[config.mk]
export PLATFORM = sky130hd
export DESIGN_NAME = attempt_counter
export DESIGN_NICKNAME = d
export VERILOG_FILES = /design/src/rtl/attempt_counter.sv
export SDC_FILE = /design/constraint.sdc
export NUM_CORES = 1
export LEC_CHECK = 0
export BUFFER_PORTS_ARGS = -buffer_cell sky130_fd_sc_hd__buf_2
export CAP_MARGIN = 30
export CORE_ASPECT_RATIO = 0.9
export CORE_MARGIN = 4
export CORE_UTILIZATION = 28
export DETAILED_ROUTE_END_ITERATION = 16
export PLACE_DENSITY = 0.46
export SLEW_MARGIN = 20
export SYNTH_ARGS = -nofsm -noshare
export SYNTH_HDL_FRONTEND = slang
export SYNTH_SLANG_ARGS = --single-unit
[constraint.sdc]
create_clock -name clk -period 2.4 [get_ports clk]
set_input_delay 0.36 -clock clk [delete_from_list [all_inputs] [get_ports clk]]
set_output_delay 0.36 -clock clk [all_outputs]
set_load 0.005 [all_outputs]
[src/rtl/attempt_counter.sv]
// Failed-attempt counter with timed lockout (optional escalation via LOCKOUT_ESCALATE_EN).
// Latency: 1 cycle, all outputs registered; no backpressure, inputs are sampled every cycle.
module attempt_counter #(
  parameter int MAX_ATTEMPTS   = 5,
  parameter int LOCKOUT_CYCLES = 50000000,
  parameter int TIMER_W        = 29
) (
  input  logic       clk,
  input  logic       rst_n,
  input  logic       check_valid,
  input  logic       check_match,
  input  logic       relock,
  output logic [2:0] count,
  output logic       unlocked,
  output logic       locked_out,
  output logic       lockout_done
);

  localparam logic [2:0]         MAX_CNT = 3'(MAX_ATTEMPTS);
  localparam logic [63:0]        BASE    = 64'(LOCKOUT_CYCLES);
  localparam logic [TIMER_W-1:0] T_ONE   = TIMER_W'(1);
`ifdef LOCKOUT_ESCALATE_EN
  localparam logic [63:0]        MAX_LOAD = (BASE << 3) - 64'd1;
`else
  localparam logic [63:0]        MAX_LOAD = BASE - 64'd1;
`endif

  generate
    if (MAX_ATTEMPTS < 1 || MAX_ATTEMPTS > 5) begin : g_bad_max_attempts
      $error("attempt_counter: MAX_ATTEMPTS must be in 1..5");
    end
    if (LOCKOUT_CYCLES < 1) begin : g_bad_lockout_cycles
      $error("attempt_counter: LOCKOUT_CYCLES must be at least 1");
    end
    if (TIMER_W < 64 && MAX_LOAD >= (64'd1 << TIMER_W)) begin : g_bad_timer_w
      $error("attempt_counter: TIMER_W too narrow for the longest lockout");
    end
  endgenerate

  typedef enum logic [1:0] {
    ARMED   = 2'd0,
    OPEN    = 2'd1,
    LOCKOUT = 2'd2
  } state_t;

  state_t             state;
  logic [TIMER_W-1:0] timer;
  logic [TIMER_W-1:0] load_val;
  logic [2:0]         count_inc;

  assign count_inc = count + 3'd1;

`ifdef LOCKOUT_ESCALATE_EN
  logic [1:0] level;

  // Each level doubles the previous lockout: 1x, 2x, 4x, 8x.
  assign load_val = TIMER_W'((BASE << level) - 64'd1);
`else
  assign load_val = TIMER_W'(BASE - 64'd1);
`endif

  always_ff @(posedge clk or negedge rst_n) begin
    if (!rst_n) begin
      state        <= ARMED;
      count        <= 3'd0;
      unlocked     <= 1'b0;
      locked_out   <= 1'b0;
      lockout_done <= 1'b0;
      timer        <= '0;
`ifdef LOCKOUT_ESCALATE_EN
      level        <= 2'd0;
`endif
    end else begin
      lockout_done <= 1'b0;
      case (state)
        ARMED: begin
          if (check_valid) begin
            if (check_match) begin
              state    <= OPEN;
              count    <= 3'd0;
              unlocked <= 1'b1;
`ifdef LOCKOUT_ESCALATE_EN
              level    <= 2'd0;
`endif
            end else if (count_inc == MAX_CNT) begin
              // count stays at MAX_ATTEMPTS for the whole lockout so the display shows it
              state      <= LOCKOUT;
              count      <= count_inc;
              locked_out <= 1'b1;
              timer      <= load_val;
            end else begin
              count <= count_inc;
            end
          end
        end
        OPEN: begin
          if (relock) begin
            state    <= ARMED;
            unlocked <= 1'b0;
            count    <= 3'd0;
          end
        end
        LOCKOUT: begin
          if (timer == '0) begin
            state        <= ARMED;
            count        <= 3'd0;
            locked_out   <= 1'b0;
            lockout_done <= 1'b1;
`ifdef LOCKOUT_ESCALATE_EN
            if (level != 2'd3) level <= level + 2'd1;
`endif
          end else begin
            timer <= timer - T_ONE;
          end
        end
        default: state <= ARMED;
      endcase
    end
  end

  count_bound: assert property (@(posedge clk) disable iff (!rst_n) count <= MAX_CNT);
  open_excl: assert property (@(posedge clk) disable iff (!rst_n) !(unlocked && locked_out));

endmodule

; Word-level counts from Yosys, hierarchy flattened
; Index checks and enable logic that the tools add are counted.
[totals]
inputBits = 5
regBits = 37
out_inout_bits = 6
[classes]
reduce_logical = 10
eq_ne = 11
muxes = 27
n_addsub = 2
[ops]
columns = cell, n
row1 = $mux 29, 4
row2 = $pmux 29 s2, 1
row3 = $logic_not 29->1, 1
row4 = $sub 29x1->29 const B, 1
row5 = $ne 2x2->1 const B, 7
row6 = $mux 3, 4
row7 = $reduce_and 4->1, 3
row8 = $mux 2, 5
row9 = $reduce_and 5->1, 2
row10 = $mux 1, 9
row11 = $pmux 3 s3, 1
row12 = $pmux 2 s3, 1
row13 = $pmux 1 s2, 2
row14 = $reduce_bool 2->1, 2
row15 = $add 3x1->3 const B, 1
row16 = $eq 3x3->1 const B, 1
row17 = $ne 3x3->1 const B, 1
row18 = $reduce_bool 3->1, 1
row19 = $eq 2x1->1 const B, 1
row20 = $eq 2x2->1 const B, 1
row21 = $logic_not 2->1, 1

; Longest topological paths before layout
; Gate-level depths: netlist of the first run.
[logic_depth]
word_depth = 6
ltp_mapped = 10
ltp_nobuf = 7

; Least setup slack after synthesis of the first run
; Ideal clock, no wire load.
[synth_timing]
path_kind = register to register
from = register state[0]
to = register timer[5]
arrival_ps = 2179
required_ps = 2331
setup_ps = 69
path_slack_ps = 152
stages_incl_launch_ff = 10
synth_period_minus_slack_ps = 2248
path_cell_list = dfrtp_1 > inv_1 > ha_1 > buf_2 > inv_1 > o22ai_1 > o21ai_4 > buf_4 > or4_2 > nand3_1
[synth_via]
elab_chain_cells = 3
elab_cells_between_ends = 9
classes_between = eq/ne: 5 / mux: 1 / reduce/logical: 3
[synth_rtl]
columns = element, line_no
row1 = start: declaration, 46  ; state_t state;
row2 = start signal: assignment, 64  ; state <= ARMED;
row3 = start signal: assignment, 79  ; state <= OPEN;
row4 = start signal: assignment, 87  ; state <= LOCKOUT;
row5 = $eq 2x2->1 or $logic_not 2->1 (tied branches), 75  ; case (state)
row6 = $ne 2x2->1 (no line) or $reduce_bool 2->1 (tied branches), --
row7 = $reduce_and 5->1 (no line), --
row8 = end signal: assignment, 90  ; timer <= load_val;
row9 = end signal: assignment, 113  ; timer <= timer - T_ONE;
row10 = end: declaration, 47  ; logic [TIMER_W-1:0] timer;
; Parallel ways exist; a longest one is shown, timed or not.
; A chain may end at the register's enable or synchronous reset.

; Worst setup path after layout of the first run
[layout_timing]
from = register state[0]
to = register timer[27]
; The elaborated chain is that of the path after synthesis.

==> impl_metrics.json, run 1 <==
{
  "synth.avg_cell_area_um2": 9.368,
  "async_flop_share_pct": 100.0,
  "p_leak_nw": 1.168,
  "drive_gt1_share_pct": 21.69,
  "dp_hpwl_um": 4093,
  "min_path_type": "input pin to flip-flop",
  "internal-power_mw": 1.525,
  "required_ns": 2.63,
  "vias": 1999,
  "clockPowerShare_pct": 17.1,
  "placed_cell_area_um2": 2505,
  "drt-pass1-iter-count": 4,
  "finalSetupTns_ns": 0,
  "path_max_fanout": 9,
  "gr-usage-all-layers_pct": 13.06,
  "slew_viol_final": 0,
  "grt_max_degree": 38,
  "fin_skew_ns": 0.01400,
  "clk_latency_ns": 0.30,
  "cts_sinks": 37,
  "ys_seq_area_share_pct": 42.24,
  "cts_tree": "done",
  "clk_path_buf_depth": 2,
  "antenna_found_initial": 0,
  "cp-end-kind": "flip-flop",
  "vdd_drop_max_uv": 298.4,
  "outcome": "finished clean",
  "wl_per_cell_um": 15.93,
  "io_buffer_count": 10,
  "netlist_instances": 234,
  "ant_nets": 0,
  "yosysWarnings": 0,
  "syn-cell-area_um2": 2192,
  "timing.slew.headroom_pct": 51.45,
  "root_buffer": "clkbuf_8",
  "rsz0062_at_grt": "no",
  "grt_pass1_vias": 1878,
  "initial_core_util_pct": 28.91,
  "coreArea_um2": 7582,
  "routabilityCongestion": 0.7801,
  "crit_arrival_ns": 2.52,
  "seqPwrFrac_pct": 40.2,
  "die-width_um": 101.3,
  "row_count": 30,
  "synth_cell_types": 51,
  "power.switching_mw": 1.106,
  "final_nets": 284,
  "die_h_um": 91.94,
  "finalSetupViolCount": 0,
  "switching_share_pct": 42.04,
  "fmax_mhz": 437.0,
  "overflow": 0,
  "min_period_ns": 2.288,
  "p_per_area_nw_per_um2": 992.9,
  "syn_to_final_growth_pct": 20.89,
  "routed_wl_um": 5861,
  "combPwrFrac_pct": 42.7,
  "dieArea_um2": 9310,
  "fin_crit_sh_pct": 95.34,
  "synth_edf_count": 0,
  "hold_viol": 0,
  "cts_buffers": 5,
  "antennaDiodeCount": 0,
  "tightest_slew_ns": 0.7256,
  "drv_cap": 0,
  "clkTransAtPathRegs_ns": 0.09,
  "critical_path_class": "flip-flop to flip-flop",
  "drt_iter0_markers": 114,
  "start_kind": "flip-flop",
  "ys_ff_latch": 37,
  "grt_pass1_wl_um": 9639,
  "final_cell_area_um2": 2650,
  "syn_nets": 247,
  "io_pins": 11,
  "via_per_inst": 5.432,
  "synthFlopType": "dfrtp_1",
  "drc": 0,
  "h-tree-depth": 2
}
==> critical path, stage by stage, from the launching register on <==
cell and delay, ns:
dfrtp_1 0.41, inv_1 0.11, ha_2 0.25, nand4b_1 0.15, o22ai_1 0.28, o21ai_4 0.17
buf_4 0.20, or4_1 0.49, a21oi_1 0.16
==> path summary, 6_finish.rpt <==
check / start / end / slack, ns / depth (start not counted)
setup / recovery: state[0]$_DFFE_PN0P_ / timer[27]$_DFFE_PN0P_ / 0.11 / 8
hold / removal: check_match / state[0]$_DFFE_PN0P_ / 0.38 / 2
setup reg to reg: state[0]$_DFFE_PN0P_ / timer[27]$_DFFE_PN0P_ / 0.11 / 8
hold reg to reg: locked_out$_DFFE_PN0P_ / locked_out$_DFFE_PN0P_ / 0.53 / 2
max in group asynchronous: rst_n / timer[10]$_DFFE_PN0P_ / 1.43 / 3
min in group asynchronous: rst_n / timer[25]$_DFFE_PN0P_ / 0.50 / 2
==> final cells by class <==
type                            instances  area (um^2)
Fill cell                             793         4932
Multi-Input combinational cell        177         1194
Sequential cell                        37        925.9
Timing Repair Buffer                   39        282.8
Tap cell                               96        120.1
Clock buffer                            5        68.82
Inverter                               11        41.29
Clock inverter                          3        17.52
==> layout by cell type (no fill, tap or decap), types with 3 or more instances in the layout <==
| cell type | n |
|---|---|
| nor2_1 | 11 |
| nand2_1 | 9 |
| dfrtp_1 | 37 |
| ha_1 | 7 |
| o31ai_1 | 11 |
| or3_1 | 10 |
| nor3_1 | 8 |
| buf_4 | 27 |
| nor4_1 | 8 |
| nand3_1 | 12 |
| o21ai_0 | 12 |
| a21oi_1 | 16 |
| inv_1 | 11 |
| clkbuf_8 | 5 |
| o211ai_1 | 4 |
| and3_1 | 3 |
| or4_1 | 15 |
| a31oi_1 | 4 |
| buf_2 | 10 |
| and4_1 | 4 |
==> repair_timing <==
action	CTS	global route
gates resized for setup	0	3
setup endpoints to repair	0	15
buffers inserted	0	2
hold buffers	0	1
endpoints found under the hold margin	0	13
==> Yosys cell counts (2+ instances only) <==
master / n / area, um^2
o211ai_1: 4 / 30.03
a31oi_1: 4 / 25.02
nand2_1: 9 / 33.78
nor3b_1: 2 / 15.01
a22o_1: 2 / 17.52
or2_2: 2 / 12.51
a21oi_1: 16 / 80.08
and3_1: 3 / 18.77
clkbuf_1: 4 / 15.01
or3_1: 10 / 62.56
inv_1: 11 / 41.29
o21ai_0: 12 / 60.06
nor3_1: 8 / 40.04
o41ai_1: 2 / 17.52
nand4b_1: 2 / 17.52
xnor2_1: 2 / 17.52
or4_1: 15 / 112.6
o2bb2ai_1: 2 / 17.52
ha_1: 8 / 100.1
o31ai_1: 11 / 82.58
and4_1: 4 / 35.03
nor2b_1: 2 / 12.51
nor4_1: 8 / 50.05
nand4_1: 2 / 12.51
nand2b_1: 2 / 12.51
nor2_1: 11 / 41.29
dfrtp_1: 37 / 925.9
nand3_1: 12 / 60.06
buf_2: 3 / 15.01
nand3b_1: 2 / 15.01
buf_4: 2 / 15.01
==> through the flow <==
stage | util, % | power, mW | instances | hold WS [ns] | worst slack [ns]
2_1_floorplan | - | 1.706 | 234 | 0.06441 | 0.1520
3_3_place_gp | 33.04 | 2.139 | 356 | 0.5068 | 0.1037
3_5_place_dp | 33.04 | 2.154 | 356 | 0.5177 | 0.07801
4_1_cts | 34.17 | 2.623 | 364 | 0.2052 | 0.06345
5_1_grt | 34.95 | 2.846 | 368 | 0.4005 | 0.0008373
6_report | 34.95 | 2.631 | 368 | 0.3828 | 0.1119
==> metal layers <==
metal	track usage [%]	vias to the layer above	routed length [um]	share of wire [%]
li1	-	988	-	-
met1	18.96	978	3021	52
met2	19.28	25	2620	45
met3	2.966	8	155	2.6
met4	3.654	0	63	1.1
met5	0	-	0	0
==> power groups by stage <==
stage               Combinational (mW)  Clock [mW]  Sequential [mW]
finish                            1.12       0.450             1.06
global route                      1.27       0.490             1.08
CTS                               1.11       0.471             1.04
detailed placement                1.10           0             1.05
global placement                  1.09           0             1.05
floorplan                        0.728           0            0.978
==> registers in the layout, indices dropped and copies added, names as in the netlist <==
| name | cells |
|---|---|
| unlocked | 1 |
| locked_out | 1 |
| count | 3 |
| lockout_done | 1 |
| timer | 29 |
| state | 2 |
==> cell families (layout without fill, tap and decap cells) <==
| kind of cell | Yosys count | after routing | synth area share, % |
|---|---|---|---|
| simple gates | 102 | 102 | 28.60 |
| xor+xnor | 3 | 3 | 1.199 |
| compound gates | 64 | 64 | 19.46 |
| fa+ha+maj | 8 | 8 | 4.566 |
| flops | 37 | 37 | 42.24 |
| buf+inv | 20 | 58 | 3.938 |
(Power assumes the default switching activity.)
==> run 2, diff against run 1 <==
--- a/config.mk
+++ b/config.mk
@@ -7,12 +7,14 @@
 export LEC_CHECK = 0
 export BUFFER_PORTS_ARGS = -buffer_cell sky130_fd_sc_hd__buf_2
 export CAP_MARGIN = 30
+export CELL_PAD_IN_SITES_DETAIL_PLACEMENT = 0
+export CELL_PAD_IN_SITES_GLOBAL_PLACEMENT = 1
 export CORE_ASPECT_RATIO = 0.9
 export CORE_MARGIN = 4
 export CORE_UTILIZATION = 28
 export DETAILED_ROUTE_END_ITERATION = 16
-export PLACE_DENSITY = 0.46
-export SLEW_MARGIN = 20
+export PLACE_DENSITY = 0.55
+export SKIP_CTS_REPAIR_TIMING = 1
 export SYNTH_ARGS = -nofsm -noshare
 export SYNTH_HDL_FRONTEND = slang
 export SYNTH_SLANG_ARGS = --single-unit
==> run 2 against run 1 <==
Against the previous run:
- clock skew decreased by 0.0070 ns
- core utilization fell by 0.30 points
- critical path type unchanged
- worst setup slack better by 0.019 ns
==> impl_metrics.json, run 2 (synthesized netlist as in run 1, its figures left out) <==
{
  "path_max_fanout": 5,
  "drt-pass1-iter-count": 4,
  "die_h_um": 91.94,
  "cpMaxStageDelayCell": "or4_2",
  "drt_iter0_markers": 102,
  "multi_input_area_um2": 1197,
  "drive_gt1_share_pct": 21.19,
  "h-tree-depth": 2,
  "grt_pass1_vias": 1902,
  "fmax_mhz": 440.8,
  "dp_hpwl_um": 4213,
  "path_buf_inv": 2,
  "antenna_found_initial": 0,
  "finalSetupViolCount": 0,
  "p_per_area_nw_per_um2": 1010,
  "vias": 1983,
  "mostFrequentLayoutCells": "dfrtp_1, buf_4, a21oi_1",
  "slew_viol_final": 0,
  "grt_max_degree": 38,
  "fin_skew_ns": 0.006998,
  "largest_register_ff_count": 29,
  "die-width_um": 101.3,
  "via_per_inst": 5.433,
  "routed_wl_um": 5854,
  "reg.largest.list": "timer (29), count (3), state (2)",
  "fin_cells": 365,
  "top_register": "timer",
  "crit_arrival_ns": 2.49,
  "cts_tree": "done",
  "row_count": 30,
  "drv_cap": 0,
  "dp_cells": 358,
  "timing.slew.headroom_pct": 39.86,
  "min_period_ns": 2.269,
  "clk_latency_ns": 0.29,
  "placed_cell_area_um2": 2520,
  "start_kind": "flip-flop",
  "fin_crit_sh_pct": 94.53,
  "coreArea_um2": 7582,
  "hold_viol": 0,
  "outcome": "finished clean",
  "cts_sinks": 37,
  "grt_pass1_wl_um": 9839,
  "crit_path_max_incr_delay_ns": 0.60,
  "antennaDiodeCount": 0,
  "root_buffer": "clkbuf_8",
  "path_delay_family": "simple AND/OR/NAND/NOR gates",
  "final_common_cell": "dfrtp_1",
  "initial_core_util_pct": 28.91,
  "min_path_type": "input pin to asynchronous set/reset pin",
  "io_buffer_count": 10,
  "critical_path_class": "flip-flop to flip-flop",
  "worst-path-stages": 8,
  "tightest_slew_ns": 0.9021,
  "cts_buffers": 5,
  "cp-end-kind": "flip-flop",
  "overflow": 0,
  "vdd_drop_max_uv": 289.8,
  "routabilityCongestion": 0.7284,
  "final_nets": 282,
  "wl_per_cell_um": 16.04,
  "gr-usage-all-layers_pct": 13.34,
  "io_pins": 11,
  "r2r_cells": 8,
  "drc": 0,
  "ant_nets": 0,
  "layout.area.seq_um2": 925.9,
  "syn_to_final_growth_pct": 19.86,
  "rsz0062_at_grt": "yes",
  "dieArea_um2": 9310,
  "clkTransAtPathRegs_ns": 0.08,
  "clk_path_buf_depth": 2,
  "cp_cell_sequence": "inv_1 > ha_1 > nand4b_1 > o22ai_1 > o21ai_4 > buf_4 > or4_2 > nand3_1",
  "nFillCells": 794,
  "final_cell_area_um2": 2628,
  "required_ns": 2.62,
  "p_leak_nw": 1.157
}
run 2: area by class of cell:
class                   count  area share [%]
clock inverters             1          0.2857
well taps                  96           4.571
clock buffers               6           3.143
flip-flops and latches     37           35.24
repair buffers             37           9.619
multi-input cells         177           45.57
inverters                  11           1.571
run 2: power by group:
| part | internal [mW] | switching, mW |
|---|---|---|
| combinational | 0.529 | 0.641 |
| clock | 0.227 | 0.235 |
| sequential | 0.802 | 0.220 |
run 2: metrics by stage:
| step | setup slack, ns | setup TNS, ns | util [%] | hold WS [ns] | power, mW |
|---|---|---|---|---|---|
| final | 0.1313 | 0 | 34.65 | 0.1980 | 2.654 |
| after global routing | -0.03217 | -0.04263 | 34.65 | 0.2741 | 2.901 |
| after CTS | -0.04238 | -0.07867 | 34.42 | 0.2334 | 2.676 |
| after detailed placement | -0.01042 | -0.01440 | 33.23 | 0.5142 | 2.194 |
| after global placement | -0.01777 | -0.02857 | 33.23 | 0.5237 | 2.200 |
| after floorplan | 0.1520 | 0 | - | 0.06441 | 1.706 |
run 2: final timing paths:
path | from | end | slack (ns)
max reg2reg | state[0]$_DFFE_PN0P_ | timer[5]$_DFFE_PN0P_ | 0.13
min in group clk | check_match | state[0]$_DFFE_PN0P_ | 0.40
max | state[0]$_DFFE_PN0P_ | timer[5]$_DFFE_PN0P_ | 0.13
max in group asynchronous | rst_n | locked_out$_DFFE_PN0P_ | 1.64
min | rst_n | timer[17]$_DFFE_PN0P_ | 0.20
min reg2reg | locked_out$_DFFE_PN0P_ | locked_out$_DFFE_PN0P_ | 0.52
run 2: routing by layer:
layer  track usage [%]  routed length (um)
met1             19.17                2977
met2             20.48                2644
met3             2.738                 187
met4             2.990                  45
met5                 0                   0
